### src/rtl/radix2_div.sv
// Radix-2 restoring divider, 32/32 signed or unsigned -> {remainder, quotient}.
// Latency: 33 cycles (nonzero divisor), 2 cycles (zero divisor or DIV_SMALL_FAST_EN early-out).
// Handshake: start_i held until ready_o; result held while start_i stays high; annul_i aborts.
module radix2_div (
  input  logic        clk,
  input  logic        resetn,
  input  logic        signed_div_i,
  input  logic [31:0] opdata1_i,
  input  logic [31:0] opdata2_i,
  input  logic        start_i,
  input  logic        annul_i,
  output logic [63:0] result_o,
  output logic        ready_o
);

  typedef enum logic [1:0] {IDLE, BYZERO, ON, END} state_t;

  state_t      state;
  logic [5:0]  cnt;
  logic [64:0] work;      // {partial remainder[64:32], quotient[31:0]}
  logic [31:0] divisor;
  logic        neg_quot;
  logic        neg_rem;
`ifdef DIV_SMALL_FAST_EN
  logic        fast;
`endif

  logic [31:0] op1_mag;
  logic [31:0] op2_mag;
  logic [64:0] sh;
  logic [32:0] diff;
  logic [64:0] step;
  logic [31:0] q_fix;
  logic [31:0] r_fix;

  always_comb begin
    // Negating 0x80000000 yields 0x80000000, which reads correctly as 2^31 unsigned.
    op1_mag = (signed_div_i && opdata1_i[31]) ? (~opdata1_i + 32'd1) : opdata1_i;
    op2_mag = (signed_div_i && opdata2_i[31]) ? (~opdata2_i + 32'd1) : opdata2_i;
    sh      = work << 1;
    diff    = sh[64:32] - {1'b0, divisor};
    step    = sh;
    if (sh[64:32] >= {1'b0, divisor})
      step = {diff, sh[31:1], 1'b1};
    q_fix   = neg_quot ? (~step[31:0] + 32'd1) : step[31:0];
    r_fix   = neg_rem  ? (~step[63:32] + 32'd1) : step[63:32];
  end

  always_ff @(posedge clk) begin
    if (!resetn) begin
      state    <= IDLE;
      cnt      <= 6'd0;
      work     <= 65'd0;
      divisor  <= 32'd0;
      neg_quot <= 1'b0;
      neg_rem  <= 1'b0;
      ready_o  <= 1'b0;
      result_o <= 64'd0;
`ifdef DIV_SMALL_FAST_EN
      fast     <= 1'b0;
`endif
    end else begin
      case (state)
        IDLE: begin
          if (start_i && !annul_i) begin
            if (opdata2_i == 32'd0) begin
              state <= BYZERO;
`ifdef DIV_SMALL_FAST_EN
            end else if (op1_mag < op2_mag) begin
              // Early-out reuses the BYZERO hop so its latency matches the zero-divisor path.
              state <= BYZERO;
              fast  <= 1'b1;
              work  <= {1'b0, opdata1_i, 32'd0};
`endif
            end else begin
              state    <= ON;
              cnt      <= 6'd0;
              work     <= {33'd0, op1_mag};
              divisor  <= op2_mag;
              neg_quot <= signed_div_i & (opdata1_i[31] ^ opdata2_i[31]);
              neg_rem  <= signed_div_i & opdata1_i[31];
            end
          end
        end

        BYZERO: begin
          work <= 65'd0;
`ifdef DIV_SMALL_FAST_EN
          fast <= 1'b0;
`endif
          if (annul_i) begin
            state <= IDLE;
          end else begin
            state   <= END;
            ready_o <= 1'b1;
`ifdef DIV_SMALL_FAST_EN
            result_o <= fast ? {work[63:32], 32'd0} : 64'd0;
`else
            result_o <= 64'd0;
`endif
          end
        end

        ON: begin
          if (annul_i) begin
            state <= IDLE;
            cnt   <= 6'd0;
            work  <= 65'd0;
          end else begin
            work <= step;
            cnt  <= cnt + 6'd1;
            if (cnt == 6'd31) begin
              state    <= END;
              ready_o  <= 1'b1;
              result_o <= {r_fix, q_fix};
            end
          end
        end

        END: begin
          if (!start_i) begin
            state    <= IDLE;
            ready_o  <= 1'b0;
            result_o <= 64'd0;
          end
        end

        default: state <= IDLE;
      endcase
    end
  end

endmodule

### config.mk
export PLATFORM = sky130hd
export DESIGN_NAME = radix2_div
export DESIGN_NICKNAME = d
export VERILOG_FILES = /design/src/rtl/radix2_div.sv
export SDC_FILE = /design/constraint.sdc
export NUM_CORES = 1
export LEC_CHECK = 0
export CAP_MARGIN = 5
export CORE_MARGIN = 2
export CORE_UTILIZATION = 38
export DETAILED_ROUTE_END_ITERATION = 12
export SLEW_MARGIN = 20
export SYNTH_ARGS = -nofsm -noshare
export SYNTH_HDL_FRONTEND = slang
export SYNTH_SLANG_ARGS = --single-unit
### constraint.sdc
create_clock -name clk -period 5.95 [get_ports clk]
set_input_delay 1.19 -clock clk [delete_from_list [all_inputs] [get_ports clk]]
set_output_delay 1.19 -clock clk [all_outputs]
set_load 0.05 [all_outputs]
# After elaboration in Yosys (flattened, before gate mapping)
# Index checks and enable logic that the tools add are counted.
# op_classes
reduce_logical	14
eq_ne	11
n_addsub	6
muxes	30
magnitude_cmp	1
n_bitwise	8
# ops
op	count
$mux W64	8
$pmux W64 S3	2
$add A32 B1 Y32 const B	4
$mux W32	4
$not A32 Y32	4
$ge A33 B32 Y1	1
$logic_not A32 Y1	1
$sub A32 B32 Y32	1
$mux W6	3
$mux W2	6
$ne A2 B2 Y1 const B	6
$pmux W6 S2	1
$reduce_and A3 Y1	4
$pmux W2 S4	1
$add A6 B1 Y6 const B	1
$eq A6 B5 Y1 const B	1
$reduce_bool A3 Y1	2
$reduce_and A5 Y1	1
$eq A2 B2 Y1 const B	2
$mux W1	4
$logic_and A1 B1 Y1	3
$ne A3 B3 Y1 const B	1
$pmux W1 S3	1
$and A1 B1 Y1	2
other kinds (6)	6
# totals
reg_bits	171
wordCells	78
output_inout_bits	65

# Logic depth before layout (Yosys ltp)
# depth
word_depth	8
mapped_depth	24
depth_no_buf	19

# Least setup slack after synthesis
# No wires, ideal clock.
# synth_timing
path_kind	reg2reg
from	register work[37]
to	register result_o[58]
arrival_ps	4846
path_stages_with_launch	22
setup_time_ps	129
period_less_slack_ps	4975
t_required_ps	5821
slack_ps	975
n_path_buf	4
cell_sequence	dfxtp_1 -> ha_1 -> buf_4 -> nand4_2 -> or4_4 -> nor4_4 -> o31ai_4 -> nand2_4 -> buf_1 -> buf_1 -> buf_2 -> a21oi_1 -> inv_1 -> ha_1 -> o211ai_1 -> nor4b_1 -> mux2i_1 -> a221o_1 -> or2_1 -> o31ai_1 -> xnor2_1 -> o21ai_0
# synth_between
elab_chain_cells	8
word_cells_on_any_way	9
# synth_lines
item	line_no	text
start, declared	20	logic [64:0] work;
start signal, assigned	78	work <= {33'd0, op1_mag};
start signal, assigned	110	work <= step;
$sub A32 B32 Y32 / $ge A33 B32 Y1 (equally long branches)	41, 43	
$mux W64 *	43	if (sh[64:32] >= {1'b0, divisor})
$not A32 Y32	46	r_fix = neg_rem ? (~step[63:32] + 32'd1) : step[63:32];
$add A32 B1 Y32	46	
$mux W32 *	46	
$mux W64 *	112	if (cnt == 6'd31) begin
$mux W64 *	105	if (annul_i) begin
$pmux W64 S3 *	63	case (state)
end signal, assigned	115	result_o <= {r_fix, q_fix};
end, declared	12	output logic [63:0] result_o,
# Mark *: on every way between the ends. The rest lies on a longest branch, timed or not. The select of a mux whose other input is x is not followed.
# A chain may end at the register's enable or synchronous reset.

# Worst setup path after layout
# Ends and elaborated chain as after synthesis.

==> flow_metrics.env <==
export IMPL_grt_pass1_wl_microns=57500
export IMPL_crit_start="work[37]$_SDFFE_PN0P_"
export IMPL_die_y_microns=180
export IMPL_synth_top_area_share=0.292
export IMPL_rsz0062_at_grt="false"
export IMPL_max_slew_margin=0.354
export IMPL_design_area_sq_um=13900
export IMPL_antenna_left=0
export IMPL_layout_min_cycle_time_ps=5000
export IMPL_groute_usage_overall=0.217
export IMPL_avgSynthCellArea_sq_um=7.44
export IMPL_layout_commonest_cell="nand2_1"
export IMPL_fp_dieW_microns=180
export IMPL_vias=11800
export IMPL_r2r_start="work[37]$_SDFFE_PN0P_"
export IMPL_postSynthCellCount=1577
export IMPL_core_area_sq_um=30500
export IMPL_ys_flop_type="dfxtp_1"
export IMPL_grt_max_degree=90
export IMPL_drt_total_wl_microns=36300
export IMPL_setup_violations=0
export IMPL_final_setup_tns_ps=0
export IMPL_drc=0
export IMPL_area_delta_synth_final_pct=18.8
export IMPL_max_freq_mhz=200
export IMPL_path_class="reg -> reg"
export IMPL_tightest_slew_ps=969
export IMPL_worstPathArrival_ps=5320
export IMPL_overflow=0
export IMPL_root_buffer="clkbuf_16"
export IMPL_post_drt_wl_per_cell_microns=17.6
export IMPL_timing_max_cap_violations=0
export IMPL_dieArea_sq_um=32300
export IMPL_synth_edff_count=0
export IMPL_vdd_drop_max_mv=0.257
export IMPL_yosys_area_top_type="dfxtp_1"
export IMPL_viasPerCell=5.71
export IMPL_mostFrequentLayoutCells="179 x nand2_1, 171 x dfxtp_1, 160 x nor2_1"
export IMPL_grt_pass1_vias=10500
export IMPL_antenna_found_initial=0
export IMPL_firstDrtPassIters=5
export IMPL_tritoncts="yes"
export IMPL_start_kind="flop"
export IMPL_cts_inserted_buffers=17
export IMPL_critPathRequiredTime_ps=6270
export IMPL_whs_path_depth=2
export IMPL_ys_top_cells_by_area="dfxtp_1 29%, a21oi_1 6.7%, xnor2_1 5.9%"
export IMPL_io_pins=134
export IMPL_period_share=0.841
export IMPL_drv_slew=0
export IMPL_synth_seq_area_share=0.292
export IMPL_p_leak_nw=5.12
export IMPL_drt_iter0_markers=887
export IMPL_drive_gt1_frac=0.0473
export IMPL_synth_area_sq_um=11700
export IMPL_num_nets_final=1769
export IMPL_worstRegToRegCells=17
export IMPL_synth_warnings=0
export IMPL_p_total_mw=5.18
export IMPL_hpwl_microns=27500
export IMPL_gp_congestion=0.945
export IMPL_num_fill_cells=3086
export IMPL_ys_types=81
export IMPL_clk_pin_slew_ps=70
export IMPL_holdBufCountCts=0
export IMPL_path_max_fanout=8
export IMPL_diodes=0
export IMPL_clock_skew_ps=16.6
export IMPL_start_util=0.385
export IMPL_worstHoldStart="result_o[61]$_SDFFE_PN0P_"
export IMPL_cts_htree_levels=4
export IMPL_cts_repair_resized=0
export IMPL_synthesis_nets=1689
export IMPL_synthArstFlopShare=0
export IMPL_port_buffers=133
export IMPL_hold_path_class="reg -> reg"
export IMPL_hold_viol=0
export IMPL_postCtsSetupRepairBufs=0
export IMPL_status="completed"
export IMPL_num_rows=64
export IMPL_cellPowerDensity_nw_per_um2=371
export IMPL_crit_path_end_kind="flop"
export IMPL_clock_latency_ps=450
export IMPL_synth_seq_cells=171
export IMPL_ctsLongestPathBuffers=2
export IMPL_cts_sinks=171
export IMPL_placed_area_sq_um=13400
final cells by class:
cell class	count	area [sq um]	share of cell area
flip-flops and latches	171	3420	0.245
clock buffers	18	429	0.0308
clock inverters	14	128	0.00915
well taps	396	495	0.0355
multi-input cells	1250	7730	0.555
repair buffers	152	1490	0.107
inverters	65	249	0.0179
synth_stat cells (19+ instances only):
| cell type | n |
|---|---|
| o31ai_1 | 25 |
| o21ai_0 | 102 |
| nand3_1 | 39 |
| and3_1 | 19 |
| a21oi_1 | 158 |
| inv_1 | 60 |
| ha_1 | 42 |
| nor2_1 | 161 |
| xor2_1 | 54 |
| nor3_1 | 71 |
| nand2_1 | 180 |
| a211oi_1 | 37 |
| mux2i_1 | 20 |
| clkbuf_1 | 73 |
| xnor2_1 | 79 |
| or4_1 | 21 |
| dfxtp_1 | 171 |
per-stage QoR:
step                      utilization  setup slack [ps]  hold slack [ps]  instances
final                           0.457               947              450       2066
after floorplan                     -               975              432       1577
after detailed placement        0.439               758              441       2034
after CTS                       0.457              1040              453       2066
after global placement          0.439               840              438       2034
after global routing            0.457               676              473       2066
kinds of logic after synthesis:
kind of cell | after synthesis | share of synthesized area
flip-flops | 171 | 0.292
buffers and inverters | 156 | 0.0514
adder cells (fa/ha/maj) | 43 | 0.0465
AND/OR/NAND/NOR | 584 | 0.236
AO/OA/AOI/OAI | 468 | 0.256
XOR/XNOR | 133 | 0.0993
multiplexers | 22 | 0.0190
registers in the layout (all words and copies together) (netlist names):
signal	flops
neg_quot	1
divisor	32
cnt	6
ready_o	1
neg_rem	1
result_o	64
state	2
work	64
critical path, stage by stage (launching register included):
cell and delay, ps:
dfxtp_1 510, ha_1 390, a21oi_1 230, o21ai_0 100, buf_4 170, a221o_1 450
o31ai_4 380, nand2_4 150, mux2i_1 250, ha_1 280, o211ai_1 170, nor4b_1 350
mux2i_1 200, a221o_1 430, or2_1 290, o31ai_1 290, xnor2_1 160, o21ai_0 90
routing by layer:
metal | wire length [microns] | GRT usage | vias to the layer above
li1 | - | - | 5849
met1 | 18600 | 0.340 | 5520
met2 | 15000 | 0.310 | 404
met3 | 2230 | 0.0330 | 32
met4 | 430 | 0.0485 | 0
met5 | 0 | 0 | -
power breakdown:
group / total [mW] / internal, mW / leakage (nW) / switching [mW]
clock network: 1.09 / 0.553 / 0.276 / 0.539
registers: 1.51 / 1.31 / 1.39 / 0.191
logic: 2.58 / 0.867 / 3.46 / 1.71
worst paths after layout:
| kind | endpoint | slack (ps) |
|---|---|---|
| hold reg to reg | result_o[61]$_SDFFE_PN0P_ | 450 |
| setup reg to reg | result_o[58]$_SDFFE_PN0P_ | 950 |
| setup / recovery | result_o[58]$_SDFFE_PN0P_ | 950 |
| hold / removal | result_o[61]$_SDFFE_PN0P_ | 450 |
Power figures use the tool's default switching activity.
